--- config.mk ---
export PLATFORM = sky130hd
export DESIGN_NAME = ram_port_arbiter
export DESIGN_NICKNAME = d
export VERILOG_FILES = /design/src/rtl/ram_arb_pkg.sv /design/src/rtl/rr_arbiter.sv /design/src/rtl/ram_port_arbiter.sv
export SDC_FILE = /design/constraint.sdc
export NUM_CORES = 1
export LEC_CHECK = 0
export CORE_AREA = 3 3 121 123
export DETAILED_ROUTE_END_ITERATION = 10
export DIE_AREA = 0 0 124 126
export HOLD_SLACK_MARGIN = 0.03
export PLACE_DENSITY_LB_ADDON = 0.05
export SYNTH_ARGS = -nofsm -noshare
export SYNTH_HDL_FRONTEND = slang
export SYNTH_SLANG_ARGS = --single-unit
--- constraint.sdc ---
create_clock -name clkIn -period 2.2 [get_ports clkIn]
set_clock_uncertainty 0.05 [all_clocks]
set_input_delay 0.22 -clock clkIn [delete_from_list [all_inputs] [get_ports clkIn]]
set_output_delay 0.22 -clock clkIn [all_outputs]
set_load 0.05 [all_outputs]
--- src/rtl/ram_arb_pkg.sv ---
`default_nettype none
// ============================================================================
// Module      : ram_arb_pkg
// Description : Shared helpers and no-op encoding for the RAM port arbiter.
// Revision    : 1.0 - initial release
// ============================================================================
package ram_arb_pkg;

  // ceil(log2(value)), never narrower than one bit
  function automatic int clog2_min1(input int value);
    int w;
    w = 0;
    for (int i = 0; i < 31; i++) begin
      if ((1 << i) < value) begin
        w = i + 1;
      end
    end
    return (w < 1) ? 1 : w;
  endfunction

  localparam logic NOOP_RD      = 1'b0;
  localparam logic NOOP_WR_BYTE = 1'b0;

endpackage
`default_nettype wire

--- src/rtl/rr_arbiter.sv ---
`default_nettype none
// ============================================================================
// Module      : rr_arbiter
// Description : Round-robin arbiter; winner is first valid index at/after ptr.
// Revision    : 1.0 - initial release
// ============================================================================
module rr_arbiter
  import ram_arb_pkg::*;
#(
  parameter int NUM_REQ  = 4,
  parameter int ID_WIDTH = clog2_min1(NUM_REQ)
) (
  input  logic                clk,
  input  logic                rst_n,
  input  logic [NUM_REQ-1:0]  i_valid,
  input  logic                i_en,
  output logic [NUM_REQ-1:0]  o_grant,
  output logic [ID_WIDTH-1:0] o_id
);

  localparam int IW1 = ID_WIDTH + 1;

  logic [ID_WIDTH-1:0] r_ptr;
  logic [IW1-1:0]      w_idx;
  logic [ID_WIDTH-1:0] w_win;
  logic [ID_WIDTH-1:0] w_ptr_next;
  logic                w_found;
  logic                w_grant_any;

  // Scan ptr, ptr+1, ... modulo NUM_REQ; the extra bit keeps the sum exact
  always_comb begin
    w_found = 1'b0;
    w_win   = '0;
    w_idx   = '0;
    for (int k = 0; k < NUM_REQ; k++) begin
      w_idx = {1'b0, r_ptr} + IW1'(k);
      if (w_idx >= IW1'(NUM_REQ)) begin
        w_idx = w_idx - IW1'(NUM_REQ);
      end
      if (!w_found && i_valid[w_idx[ID_WIDTH-1:0]]) begin
        w_found = 1'b1;
        w_win   = w_idx[ID_WIDTH-1:0];
      end
    end
  end

  assign w_grant_any = w_found & i_en;
  assign o_id        = w_win;

  always_comb begin
    o_grant = '0;
    if (w_grant_any) begin
      o_grant[w_win] = 1'b1;
    end
  end

  assign w_ptr_next = (w_win == ID_WIDTH'(NUM_REQ - 1)) ? '0 : (w_win + ID_WIDTH'(1));

  always_ff @(posedge clk or negedge rst_n) begin
    if (!rst_n) begin
      r_ptr <= '0;
    end else if (w_grant_any) begin
      r_ptr <= w_ptr_next;
    end
  end

endmodule
`default_nettype wire

--- src/rtl/ram_port_arbiter.sv ---
`default_nettype none
// ============================================================================
// Module      : ram_port_arbiter
// Description : Shares one RAM port among NUM_REQ requesters; routes reads back.
// Revision    : 1.0 - initial release
// ============================================================================
module ram_port_arbiter
  import ram_arb_pkg::*;
#(
  parameter  int NUM_REQ    = 4,
  parameter  int DATA_WIDTH = 32,
  parameter  int RAM_DEPTH  = 512,
  localparam int ADDR_WIDTH = clog2_min1(RAM_DEPTH),
  localparam int WREN_WIDTH = (DATA_WIDTH + 7) / 8,
  localparam int ID_WIDTH   = clog2_min1(NUM_REQ)
) (
  input  logic                             clkIn,
  input  logic                             rstIn,
  input  logic                             arbEnIn,
  input  logic [NUM_REQ-1:0]               reqValidIn,
  input  logic [NUM_REQ-1:0]               reqRdIn,
  input  logic [NUM_REQ*WREN_WIDTH-1:0]    reqWrEnIn,
  input  logic [NUM_REQ*ADDR_WIDTH-1:0]    reqAddrIn,
  input  logic [NUM_REQ*DATA_WIDTH-1:0]    reqWrDataIn,
  output logic [NUM_REQ-1:0]               reqReadyOut,
  output logic [NUM_REQ-1:0]               rspValidOut,
  output logic [DATA_WIDTH-1:0]            rspDataOut,
  output logic [ADDR_WIDTH-1:0]            ramAddrOut,
  output logic [WREN_WIDTH-1:0]            ramWrEnOut,
  output logic [DATA_WIDTH-1:0]            ramWrDataOut,
  output logic                             ramRdEnOut,
  input  logic [DATA_WIDTH-1:0]            ramRdDataIn,
  input  logic                             ramRdAckIn,
  output logic                             busyOut
);

  logic [NUM_REQ-1:0]    w_grant;
  logic [ID_WIDTH-1:0]   w_win;
  logic                  w_grant_any;
  logic                  w_sel_rd;
  logic [WREN_WIDTH-1:0] w_sel_wr_en;
  logic [ADDR_WIDTH-1:0] w_sel_addr;
  logic [DATA_WIDTH-1:0] w_sel_wr_data;

  logic [ADDR_WIDTH-1:0] r_ram_addr;
  logic [WREN_WIDTH-1:0] r_ram_wr_en;
  logic [DATA_WIDTH-1:0] r_ram_wr_data;
  logic                  r_ram_rd_en;
  logic                  r_s1_valid;
  logic [ID_WIDTH-1:0]   r_s1_id;
  logic                  r_s2_valid;
  logic [ID_WIDTH-1:0]   r_s2_id;

  rr_arbiter #(
    .NUM_REQ  (NUM_REQ),
    .ID_WIDTH (ID_WIDTH)
  ) u_rr_arbiter (
    .clk     (clkIn),
    .rst_n   (rstIn),
    .i_valid (reqValidIn),
    .i_en    (arbEnIn),
    .o_grant (w_grant),
    .o_id    (w_win)
  );

  assign w_grant_any = |w_grant;
  assign reqReadyOut = w_grant & {NUM_REQ{rstIn}};

  always_comb begin
    w_sel_rd      = 1'b0;
    w_sel_wr_en   = '0;
    w_sel_addr    = '0;
    w_sel_wr_data = '0;
    for (int i = 0; i < NUM_REQ; i++) begin
      if (w_win == ID_WIDTH'(i)) begin
        w_sel_rd      = reqRdIn[i];
        w_sel_wr_en   = reqWrEnIn[i*WREN_WIDTH +: WREN_WIDTH];
        w_sel_addr    = reqAddrIn[i*ADDR_WIDTH +: ADDR_WIDTH];
        w_sel_wr_data = reqWrDataIn[i*DATA_WIDTH +: DATA_WIDTH];
      end
    end
  end

  // Idle cycles drop the strobes but keep address/data stable on the port
  always_ff @(posedge clkIn or negedge rstIn) begin
    if (!rstIn) begin
      r_ram_addr    <= '0;
      r_ram_wr_data <= '0;
      r_ram_wr_en   <= '0;
      r_ram_rd_en   <= 1'b0;
    end else if (w_grant_any) begin
      r_ram_addr    <= w_sel_addr;
      r_ram_wr_data <= w_sel_wr_data;
      r_ram_wr_en   <= w_sel_wr_en;
      r_ram_rd_en   <= w_sel_rd;
    end else begin
      r_ram_wr_en   <= {WREN_WIDTH{NOOP_WR_BYTE}};
      r_ram_rd_en   <= NOOP_RD;
    end
  end

  always_ff @(posedge clkIn or negedge rstIn) begin
    if (!rstIn) begin
      r_s1_valid <= 1'b0;
      r_s1_id    <= '0;
      r_s2_valid <= 1'b0;
      r_s2_id    <= '0;
    end else begin
      r_s1_valid <= w_grant_any & w_sel_rd;
      r_s1_id    <= w_win;
      r_s2_valid <= r_s1_valid;
      r_s2_id    <= r_s1_id;
    end
  end

  always_comb begin
    rspValidOut = '0;
    if (r_s2_valid && ramRdAckIn && rstIn) begin
      rspValidOut[r_s2_id] = 1'b1;
    end
  end

  assign rspDataOut   = ramRdDataIn;
  assign ramAddrOut   = r_ram_addr;
  assign ramWrEnOut   = r_ram_wr_en;
  assign ramWrDataOut = r_ram_wr_data;
  assign ramRdEnOut   = r_ram_rd_en;
  assign busyOut      = (|r_ram_wr_en) | r_ram_rd_en | r_s1_valid | r_s2_valid;

endmodule
`default_nettype wire

# After elaboration in Yosys (flattened, before gate mapping)
# Index checks and enable logic that the tools add are counted.
# Widths: inputs -> output; s select.
# totals
mem_bits_ro,0
reg_bits,54
memories,0
input_bits,224
latchBits,0
ramBits,0
elab_cells,96
output_inout_bits,87
# classes
shift,0
n_reduce_logical,13
n_addsub,8
n_eq_ne,3
n_bitwise,6
multipliers,0
mux,45
n_lt_le_gt_ge,12
div_mod_pow,0
# ops
cell,count
$mux 32,4
$mux 9,4
$mux 4,7
$lt 2x3->1 const B,6
$mux 2,9
$mux 1,15
$ge 3x3->1 const B,3
$bmux 1 s2,4
$reduce_or 4->1,2
$sub 2x1->2 const B,4
$logic_and 1x1->1,7
$add 2x2->3 const B,2
$and 4x4->4,1
$demux 1 s2,2
$eq 2x2->1 const B,2
$ge 2x1->1 const B,2
$add 2x1->3 const B,1
$ge 2x3->1 const B,1
$logic_not 1->1,3
$or 1x1->1,3
$add 2x1->2 const B,1
$and 1x1->1,2
$eq 2x1->1 const B,1
$logic_not 2->1,1

# Longest topological paths before layout
# Gate-level depths: netlist of the first run.
# logic_depth
ltp_word,21
ltp_mapped,10
ltp_nobuf,7

# Hierarchy
# A second synthesis of the first run with hierarchy kept.
# hier_totals
cells_unflattened,234
hier_area_um2,3597.2
# by_module_without_submodules
module,area_per_inst_um2,instances,cells_each
ram_port_arbiter,3330.7,1,204
rr_arbiter,266.5,1,30

# Worst setup path before layout of the first run
# Ideal clock, no wire load.
# synth_path
path_type,flip-flop to output port
startpoint,register u_rr_arbiter.r_ptr[1]
endpoint,output reqReadyOut[1]
path_buffers,2
required_time_ns,1.930
arrival_time_ns,2.068
slack_ns,-0.138
stages_incl_launch_ff,8
path_cell_list,dfrtp_1 -> nand2b_1 -> a31oi_1 -> and3_1 -> ha_1 -> buf_2 -> clkbuf_1 -> and3_1
# synth_between
elab_chain_len,20
elab_cells_between_ends,45
# synth_lines
item,line,source
from (decl),rr_arbiter.sv:23,logic [ID_WIDTH-1:0] r_ptr;
from (signal assigned),rr_arbiter.sv:63,r_ptr <= w_ptr_next;
"parallel branches: the longest is 13 deep, another holds $add 2x1->3",--,
$mux 2 *,rr_arbiter.sv:40,if (!w_found && i_valid[w_idx[ID_WIDTH-1:0]]) begin
net u_rr_arbiter.o_id[0],rr_arbiter.sv:18,output logic [ID_WIDTH-1:0] o_id
$lt 2x3->1 (implied by the code) or $ge 2x1->1 (tied branches),rr_arbiter.sv:53,o_grant[w_win] = 1'b1;
$logic_and 1x1->1 (implied by the code),rr_arbiter.sv:53,
$mux 1 (implied by the code),rr_arbiter.sv:53,
$demux 1 s2 *,--,
$mux 4 *,rr_arbiter.sv:52,if (w_grant_any) begin
$and 4x4->4 *,ram_port_arbiter.sv:67,assign reqReadyOut = w_grant & {NUM_REQ{rstIn}};
to (decl),ram_port_arbiter.sv:25,"output logic [NUM_REQ-1:0] reqReadyOut,"
# Mark *: on every way through the listed nets, which the timed path passes. The select of a mux whose other input is x is not followed.

# Worst setup path in the final report of the first run
# layout_path
startpoint,register u_rr_arbiter.r_ptr[0]
endpoint,"register r_ram_wr_data[19], in the netlist ramWrDataOut[19]"
# layout_between
elab_chain_len,20
elab_cells_between_ends,53
# layout_lines
item,line,source
"parallel branches: the longest is 13 deep, another holds $add 2x1->3",--,
$mux 2 *,rr_arbiter.sv:40,
net u_rr_arbiter.o_id[0],rr_arbiter.sv:18,
$lt 2x3->1 (implied by the code) or $ge 2x1->1 (tied branches),rr_arbiter.sv:53,
$logic_and 1x1->1 (implied by the code),rr_arbiter.sv:53,
$mux 1 (implied by the code),rr_arbiter.sv:53,
$demux 1 s2,--,
$mux 4,rr_arbiter.sv:52,
$reduce_or 4->1,ram_port_arbiter.sv:66,assign w_grant_any = |w_grant;
to (signal assigned),ram_port_arbiter.sv:93,r_ram_wr_data <= w_sel_wr_data;
to (decl),ram_port_arbiter.sv:47,logic [DATA_WIDTH-1:0] r_ram_wr_data;
# Marks and branches as above.
# A chain may end at the register's enable or synchronous reset.

==> results of run 1 <==
cells in the mapped netlist, drive strengths merged, types with 7 or more instances:
master	count
o31ai	40
o21ai	41
a221oi	41
buf	52
dfrtp	53
nor2	8
o22ai	40
nand2	11
clkbuf	19
inv	7
a21oi	10
worst max path at each step:
stage	startpoint	endpoint	slack [ns]	cells past startpoint
6_report	u_rr_arbiter.r_ptr[0]$_DFFE_PN0N_	ramWrDataOut[19]$_DFFE_PN0P_	-0.19	11
5_1_grt	u_rr_arbiter.r_ptr[0]$_DFFE_PN0N_	ramWrDataOut[19]$_DFFE_PN0P_	-0.28	11
3_5_place_dp	reqValidIn[3]	ramWrDataOut[19]$_DFFE_PN0P_	-0.56	10
4_1_cts	u_rr_arbiter.r_ptr[0]$_DFFE_PN0N_	ramWrDataOut[14]$_DFFE_PN0P_	-0.16	9
3_3_place_gp	reqValidIn[3]	ramWrDataOut[16]$_DFFE_PN0P_	-0.51	10
2_1_floorplan	u_rr_arbiter.r_ptr[1]$_DFFE_PN0N_	reqReadyOut[1]	-0.003	7
state kept, by name, indices dropped and copies added (netlist names):
signal and cells:
ramWrDataOut 32, u_rr_arbiter.r_ptr 2, r_s2_valid 1, ramWrEnOut 4, ramAddrOut 9, ramRdEnOut 1, r_s1_id 2, r_s2_id 2
through the flow:
step                      cell area [um^2]  worst slack (ns)  instances  utilization
final                                 7060            -0.191        782        0.513
after global routing                  7060            -0.276        782        0.513
after CTS                             6810            -0.157        777        0.494
after detailed placement              6350            -0.557        757        0.461
after global placement                6350            -0.512        757        0.461
after floorplan                       3600          -0.00339        367            -
area by class of cell:
type                    instances  area (um^2)
clock buffers                   7          143
fillers                      1329         6710
inverters                       7         26.3
flip-flops and latches         53         1330
well taps                     180          225
repair buffers                299         3240
multi-input cells             236         2090
critical path, cell delays in order, from the launching register on:
cell and delay, ns:
dfrtp_2 0.44, and3b_1 0.25, a31oi_2 0.06, buf_4 0.15, and3_4 0.17, ha_4 0.17
buf_12 0.12, nor4_4 0.28, nand2b_4 0.24, buf_12 0.12, buf_12 0.13, o31ai_1 0.09
what timing repair did:
item,4_1_cts,5_1_grt
buffers inserted,12,4
hold endpoints to repair,5,0
pin swaps,10,3
endpoints found under the setup margin,50,50
cloned,1,2
gates resized for setup,37,29
hold buffers,1,0
kinds of logic after synthesis:
logic type | after synthesis
AOI/OAI and AO/OA | 185
and+or+nand+nor | 47
adders and majority gates | 4
buffers and inverters | 78
DFF | 53
power by group:
| group | internal, mW | switching, mW | total [mW] |
|---|---|---|---|
| clock | 0.449 | 0.363 | 0.812 |
| combinational | 3.02 | 3.90 | 6.92 |
| sequential | 1.42 | 0.245 | 1.66 |
routing by layer:
metal / global-route usage / routed length [um] / vias up
met5: 0 / 0 / -
met4: 0.0406 / 208 / 0
met3: 0.0579 / 1580 / 18
met2: 0.355 / 8320 / 201
met1: 0.222 / 6340 / 1948
li1: - / - / 1897
==> summary.txt, run 1 <==
Status = finished with violations
Failing checks = setup timing
Number of routed nets with antenna violations = 0
Largest family of logic cells by synthesized area = compound AO/OA/AOI/OAI gates
Peak Freq = 0.418 GHz
Sink Count = 53
CP Launch Type = flip-flop
Period Utilization, post-route = 1.09
Post-synth net total = 595
Number of flops mapped to enable cells by yosys = 0
Final setup violation count = 50
Initial antenna violation count = 0
Final hold violation count = 0
Hold Path Class = in -> async
Fin crit period = 2.39 ns
DRT Wirelength = 16.4 mm
Skew-Pair Late Insertion Delay = 0.29 ns
Final worst slack = -0.191 ns
Async set or reset register ratio after synthesis = 1.00
Slew margin rel. = 0.634
Post-Synth Simple-Gate Area = 0.0772
Initial Util = 0.253
R2R depth = 11
Crit-path max FO = 8
Die area = 15,600 um^2
Port Buffers = 246
CP Capture Type = flip-flop
DR vias/cell = 5.20
Cell Pwr Density = 1330 nW/um^2
Crit path required time = 2.32 ns
Number of global-route vias before repair = 4,368
IO Pins = 311
Area Growth Syn to Fin = 103%
Synth top area share = 0.381
Drt first pass iters = 4
Max Cap Viol = 0
Mapped Area = 3480 um^2
Nets = 830
Mux contribution to synthesized area = 0
Die width = 124 um
Bufs on Longest Clock Path = 2
WL per Instance = 21.0 um
Clk slew on worst S/H paths = 0.07 ns
Largest net degree at the start of global routing = 43
Remaining DRCs = 0
CTS tree = yes
Synth cell types = 38
Post-Syn Instances = 367
Syn avg cell area = 9.49 um^2
Synth area leader = dfrtp_1
Remaining Overflow, GRT = 0
Worst VDD drop = 0.000520 V
Iter 0 DRT Violations = 148
Rows = 43
Diodes inserted = 0
Tot GR Track Use = 0.195
Most frequent cells in the layout = clkdlybuf4s50_1, dfrtp_1, o21ai_0
Total CTS buffers = 5
First-pass GRT wire length = 23.7 mm
Cell leakage power = 2.69 nW
Vias = 4,064
Routability cong. = 0.739
Yosys reg bits = 53
Post-Synth XOR/XNOR Area = 0
DP HPWL = 12.0 mm
Fraction of layout cells with a size suffix above 1 = 0.224
Worst r2r src = u_rr_arbiter.r_ptr[0]$_DFFE_PN0N_
Final Power = 9.39 mW
Adder-cell share of the synthesized area = 0.0144
Reg-to-reg endpoint = ramWrDataOut[19]$_DFFE_PN0P_
Worst Max-Slew Pin Slew = 0.547 ns
Most common cell after layout, fill and taps aside = clkdlybuf4s50_1
Die H = 126 um
Primary FF master, synth = dfrtp_1
Setup tns final = -7.89 ns
Compound-gate portion of the synthesized area = 0.391
R2r setup slk = -0.19 ns
Yosys warnings = 0
H-tree lvl count = 2
Core ar. = 13,800 um^2
RSZ-0062 raised after global routing = yes
Top post-synthesis cells by area = dfrtp_1, a221oi_1, o22ai_1, buf_4, o31ai_1
Critical path class = reg -> reg
Hold_ws = 0.279 ns
Worst EP arrival = 2.52 ns
Clock tree root driver cell = clkbuf_16
Slew Viols, Final = 0
Sequential fraction of the synthesis area = 0.381
Power figures use the tool's default switching activity.
==> run 2: changes to the inputs <==
--- a/config.mk
+++ b/config.mk
@@ -5,11 +5,12 @@
 export SDC_FILE = /design/constraint.sdc
 export NUM_CORES = 1
 export LEC_CHECK = 0
-export CORE_AREA = 3 3 121 123
+export CORE_AREA = 3 3 119 121
 export DETAILED_ROUTE_END_ITERATION = 10
-export DIE_AREA = 0 0 124 126
+export DIE_AREA = 0 0 122 124
 export HOLD_SLACK_MARGIN = 0.03
 export PLACE_DENSITY_LB_ADDON = 0.05
 export SYNTH_ARGS = -nofsm -noshare
 export SYNTH_HDL_FRONTEND = slang
+export SYNTH_HIERARCHICAL = 1
 export SYNTH_SLANG_ARGS = --single-unit
==> summary.txt, run 2 <==
Final Power = 8.70 mW (-7.4%)
Peak Freq = 0.407 GHz (-2.6%)
Mux contribution to synthesized area = 0.443 (+0.443)
Crit-path max FO = 9 (+1)
Number of flip-flops in the largest register = 32 (unchanged)
Fraction of layout cells with a size suffix above 1 = 0.327 (+0.103)
H-tree lvl count = 2 (unchanged)
Crit path required time = 2.32 ns (about the same)
IO Pins = 311 (unchanged)
Drt first pass iters = 4 (unchanged)
Die area = 15,100 um^2 (-3.2%)
WL per Instance = 18.6 um (-12%)
Fin crit period = 2.46 ns (+0.0646 ns)
Area Growth Syn to Fin = 89.6%
Nets = 711 (-14%)
CTS tree = yes
Routability cong. = 0.710 (-4.0%)
FF/Latch Area = 1330 um^2 (about the same)
Status = finished with violations
Cell leakage power = 2.75 nW (+2.4%)
Synth cell count leaders = dfrtp_1, mux2_2, buf_4
Delay-heaviest family, CP = simple AND/OR/NAND/NOR gates
RSZ-0062 raised after global routing = yes
Syn avg cell area = 15.4 um^2 (+62%)
Initial antenna violation count = 0 (unchanged)
Number of flops mapped to enable cells by yosys = 0 (unchanged)
Die width = 122 um (-1.6%)
Sequential fraction of the synthesis area = 0.369 (-0.0119)
Remaining DRCs = 0 (unchanged)
Post-Synth XOR/XNOR Area = 0 (unchanged)
Skew-Pair Late Insertion Delay = 0.28 ns (about the same)
Number of global-route vias before repair = 3,150 (-28%)
Bufs and invs on worst path = 2 (-2)
Bufs on Longest Clock Path = 2 (unchanged)
Total CTS buffers = 5 (unchanged)
Adder-cell share of the synthesized area = 0.0139 (-0.000450)
CP Launch Type = flip-flop
Port Buffers = 246 (unchanged)
Clk slew on worst S/H paths = 0.06 ns (about the same)
Crit path to = ramWrDataOut[15]$_DFFE_PN0P_
Yosys reg bits = 53 (unchanged)
Final hold violation count = 0 (unchanged)
Vias = 3,039 (-25%)
Cell chain of the critical path = mux2i_2 > a21oi_2 > and3_4 > ha_4 > and2_4 > nor4_4 > buf_6 > buf_12 > mux2_2
Post-synth net total = 462 (-22%)
Worst VDD drop = 0.000464 V (-11%)
DRT Wirelength = 12.2 mm (-26%)
Critical path depth = 9 (-2)
Worst Max-Slew Pin Slew = 0.548 ns (+0.000641 ns)
Layout Utilization = 0.517 (+0.00454)
Critical Path Max Stage Delay = 0.44 ns (about the same)
Period Utilization, post-route = 1.12 (+0.0294)
Final worst slack = -0.256 ns (-0.0646 ns)
Worst r2r src = u_rr_arbiter/r_ptr[1]$_DFFE_PN0P_
Most common cell after layout, fill and taps aside = clkdlybuf4s50_1
Worst EP arrival = 2.58 ns (+0.06 ns)
Largest family of logic cells by synthesized area = multiplexers
Critical path launch point = u_rr_arbiter/r_ptr[1]$_DFFE_PN0P_
Number of routed nets with antenna violations = 0 (unchanged)
Sink Count = 53 (unchanged)
Multi-input gate area = 2060 um^2 (-1.6%)
Post-Syn Instances = 234 (-36%)
Diodes inserted = 0 (unchanged)
Slew Viols, Final = 0 (unchanged)
DP HPWL = 9.59 mm (-20%)
Max Cap Viol = 0 (unchanged)
Fill count = 1,150 (-13%)
First-pass GRT wire length = 17.3 mm (-27%)
Top post-synthesis cells by area = dfrtp_1, mux4_2, mux4_1, mux2_2, buf_4
Critical path class = reg -> reg
Remaining Overflow, GRT = 0 (unchanged)
Mapped Area = 3600 um^2 (+3.2%)
Most frequent cells in the layout = clkdlybuf4s50_1, dfrtp_1, mux4_2
Most frequent cell after synthesis = dfrtp_1
Core ar. = 13,200 um^2 (-4.2%)
Tot GR Track Use = 0.149 (-0.0457)
Synth area leader = dfrtp_1
Synth cell types = 32 (-16%)
Compound-gate portion of the synthesized area = 0.0157 (-0.375)
Rows = 42 (-2.3%)
Iter 0 DRT Violations = 50 (-66%)
Failing checks = setup timing
Cell Pwr Density = 1280 nW/um^2 (-4.1%)
Die H = 124 um (-1.6%)
R2R depth = 9 (-2)
Clock tree root driver cell = clkbuf_16
Largest net degree at the start of global routing = 29 (-33%)
Async set or reset register ratio after synthesis = 1.00 (unchanged)
Final setup violation count = 49 (-2.0%)
DR vias/cell = 4.61 (-11%)
CP Capture Type = flip-flop
Yosys warnings = 6 (+6)
Reg-to-reg endpoint = ramWrDataOut[15]$_DFFE_PN0P_
Crit-path slowest cell = dfrtp_2
Initial Util = 0.273 (+0.0197)
R2r setup slk = -0.26 ns (-0.06 ns)
Hold Path Class = reg -> reg
Post-Synth Simple-Gate Area = 0.0570 (-0.0202)
Slew margin rel. = 0.634 (about the same)
Primary FF master, synth = dfrtp_1
Synth top area share = 0.369 (-0.0119)
## run 2: cell types whose count changed after synthesis, sizes merged, moves of 6 or more
cell / change
o22ai: -40
a221oi: -40
clkbuf: -15
o31ai: -40
a21oi: -9
mux4: +46
o21ai: -40
mux2: +42
nand2: -8
buf: -10
inv: -6
and2: +7
## run 2: metal layers
layer	GRT usage	share of wire	wire length [um]	vias up
li1	-	-	-	1381
met5	0	0	0	-
met4	0.0315	0.0076	93	0
met1	0.181	0.38	4620	1500
met2	0.269	0.53	6490	143
met3	0.0363	0.084	1030	15
## run 2: how the worst min path moves through the flow
stage | from | to | cells past startpoint
global placement | rstIn | r_s2_valid$_DFF_PN0_ | 1
CTS | r_s1_id[1]$_DFF_PN0_ | r_s2_id[1]$_DFF_PN0_ | 0
finish | r_s1_id[1]$_DFF_PN0_ | r_s2_id[1]$_DFF_PN0_ | 0
global route | r_s1_id[1]$_DFF_PN0_ | r_s2_id[1]$_DFF_PN0_ | 0
floorplan | rstIn | r_s1_id[0]$_DFF_PN0_ | 0
detailed placement | rstIn | r_s2_valid$_DFF_PN0_ | 1
## run 2: worst register-to-register path, delay by kind of cell (launching register included)
kind	cells	cell delay [ns]
compound gates	1	0.09
fa+ha+maj	1	0.15
buf+inv	2	0.35
flops	1	0.44
mux	2	0.61
simple gates	3	0.65
## run 2: cells by family (layout without fill, tap and decap cells)
family | count (synthesis) | count (layout)
AO/OA/AOI/OAI | 7 | 7
adder cells (fa/ha/maj) | 4 | 4
buffers and inverters | 47 | 296
flip-flops | 53 | 53
multiplexers | 89 | 89
AND/OR/NAND/NOR | 34 | 34
## run 2: cell type report
cell class	instances	share of cell area
Multi-Input combinational cell	134	0.302
Clock buffer	7	0.0209
Timing Repair Buffer	288	0.449
Sequential cell	53	0.195
Tap cell	176	0.0323
Inverter	1	0.000550
## run 2: metrics by stage
stage	hold WS [ns]	setup WS [ns]	instances	cell area, um^2	TNS [ns]
3_3_place_gp	0.0872	-0.605	632	6230	-26.38
5_1_grt	0.314	-0.351	659	6820	-14.41
2_1_floorplan	-0.126	-0.285	234	3620	-10.64
3_5_place_dp	0.0819	-0.719	632	6230	-31.18
6_report	0.297	-0.256	659	6820	-9.88
4_1_cts	0.299	-0.213	651	6650	-8.17
## run 2: repair_timing
action                                 4_1_cts  5_1_grt
gates resized for setup                     61       26
setup buffers                                9        8
setup endpoints to repair                   50       50
endpoints found under the hold margin        8        0
hold buffers                                 1        0
gates cloned                                 2        2
pin swaps                                   10        2
## run 2: power breakdown
group	switching, mW	leakage, nW	total [mW]	internal (mW)
Clock	0.319	0.0700	0.766	0.447
Sequential	0.276	0.627	1.75	1.47
Combinational	3.04	2.06	6.19	3.15
Total	3.64	2.75	8.70	5.07
==> run 3: changes to the inputs <==
--- a/config.mk
+++ b/config.mk
@@ -14,3 +14,4 @@
 export SYNTH_HDL_FRONTEND = slang
 export SYNTH_HIERARCHICAL = 1
 export SYNTH_SLANG_ARGS = --single-unit
+export TNS_END_PERCENT = 100
==> results of run 3 <==
Final layout, timing and power as in run 2 (identical DEF).
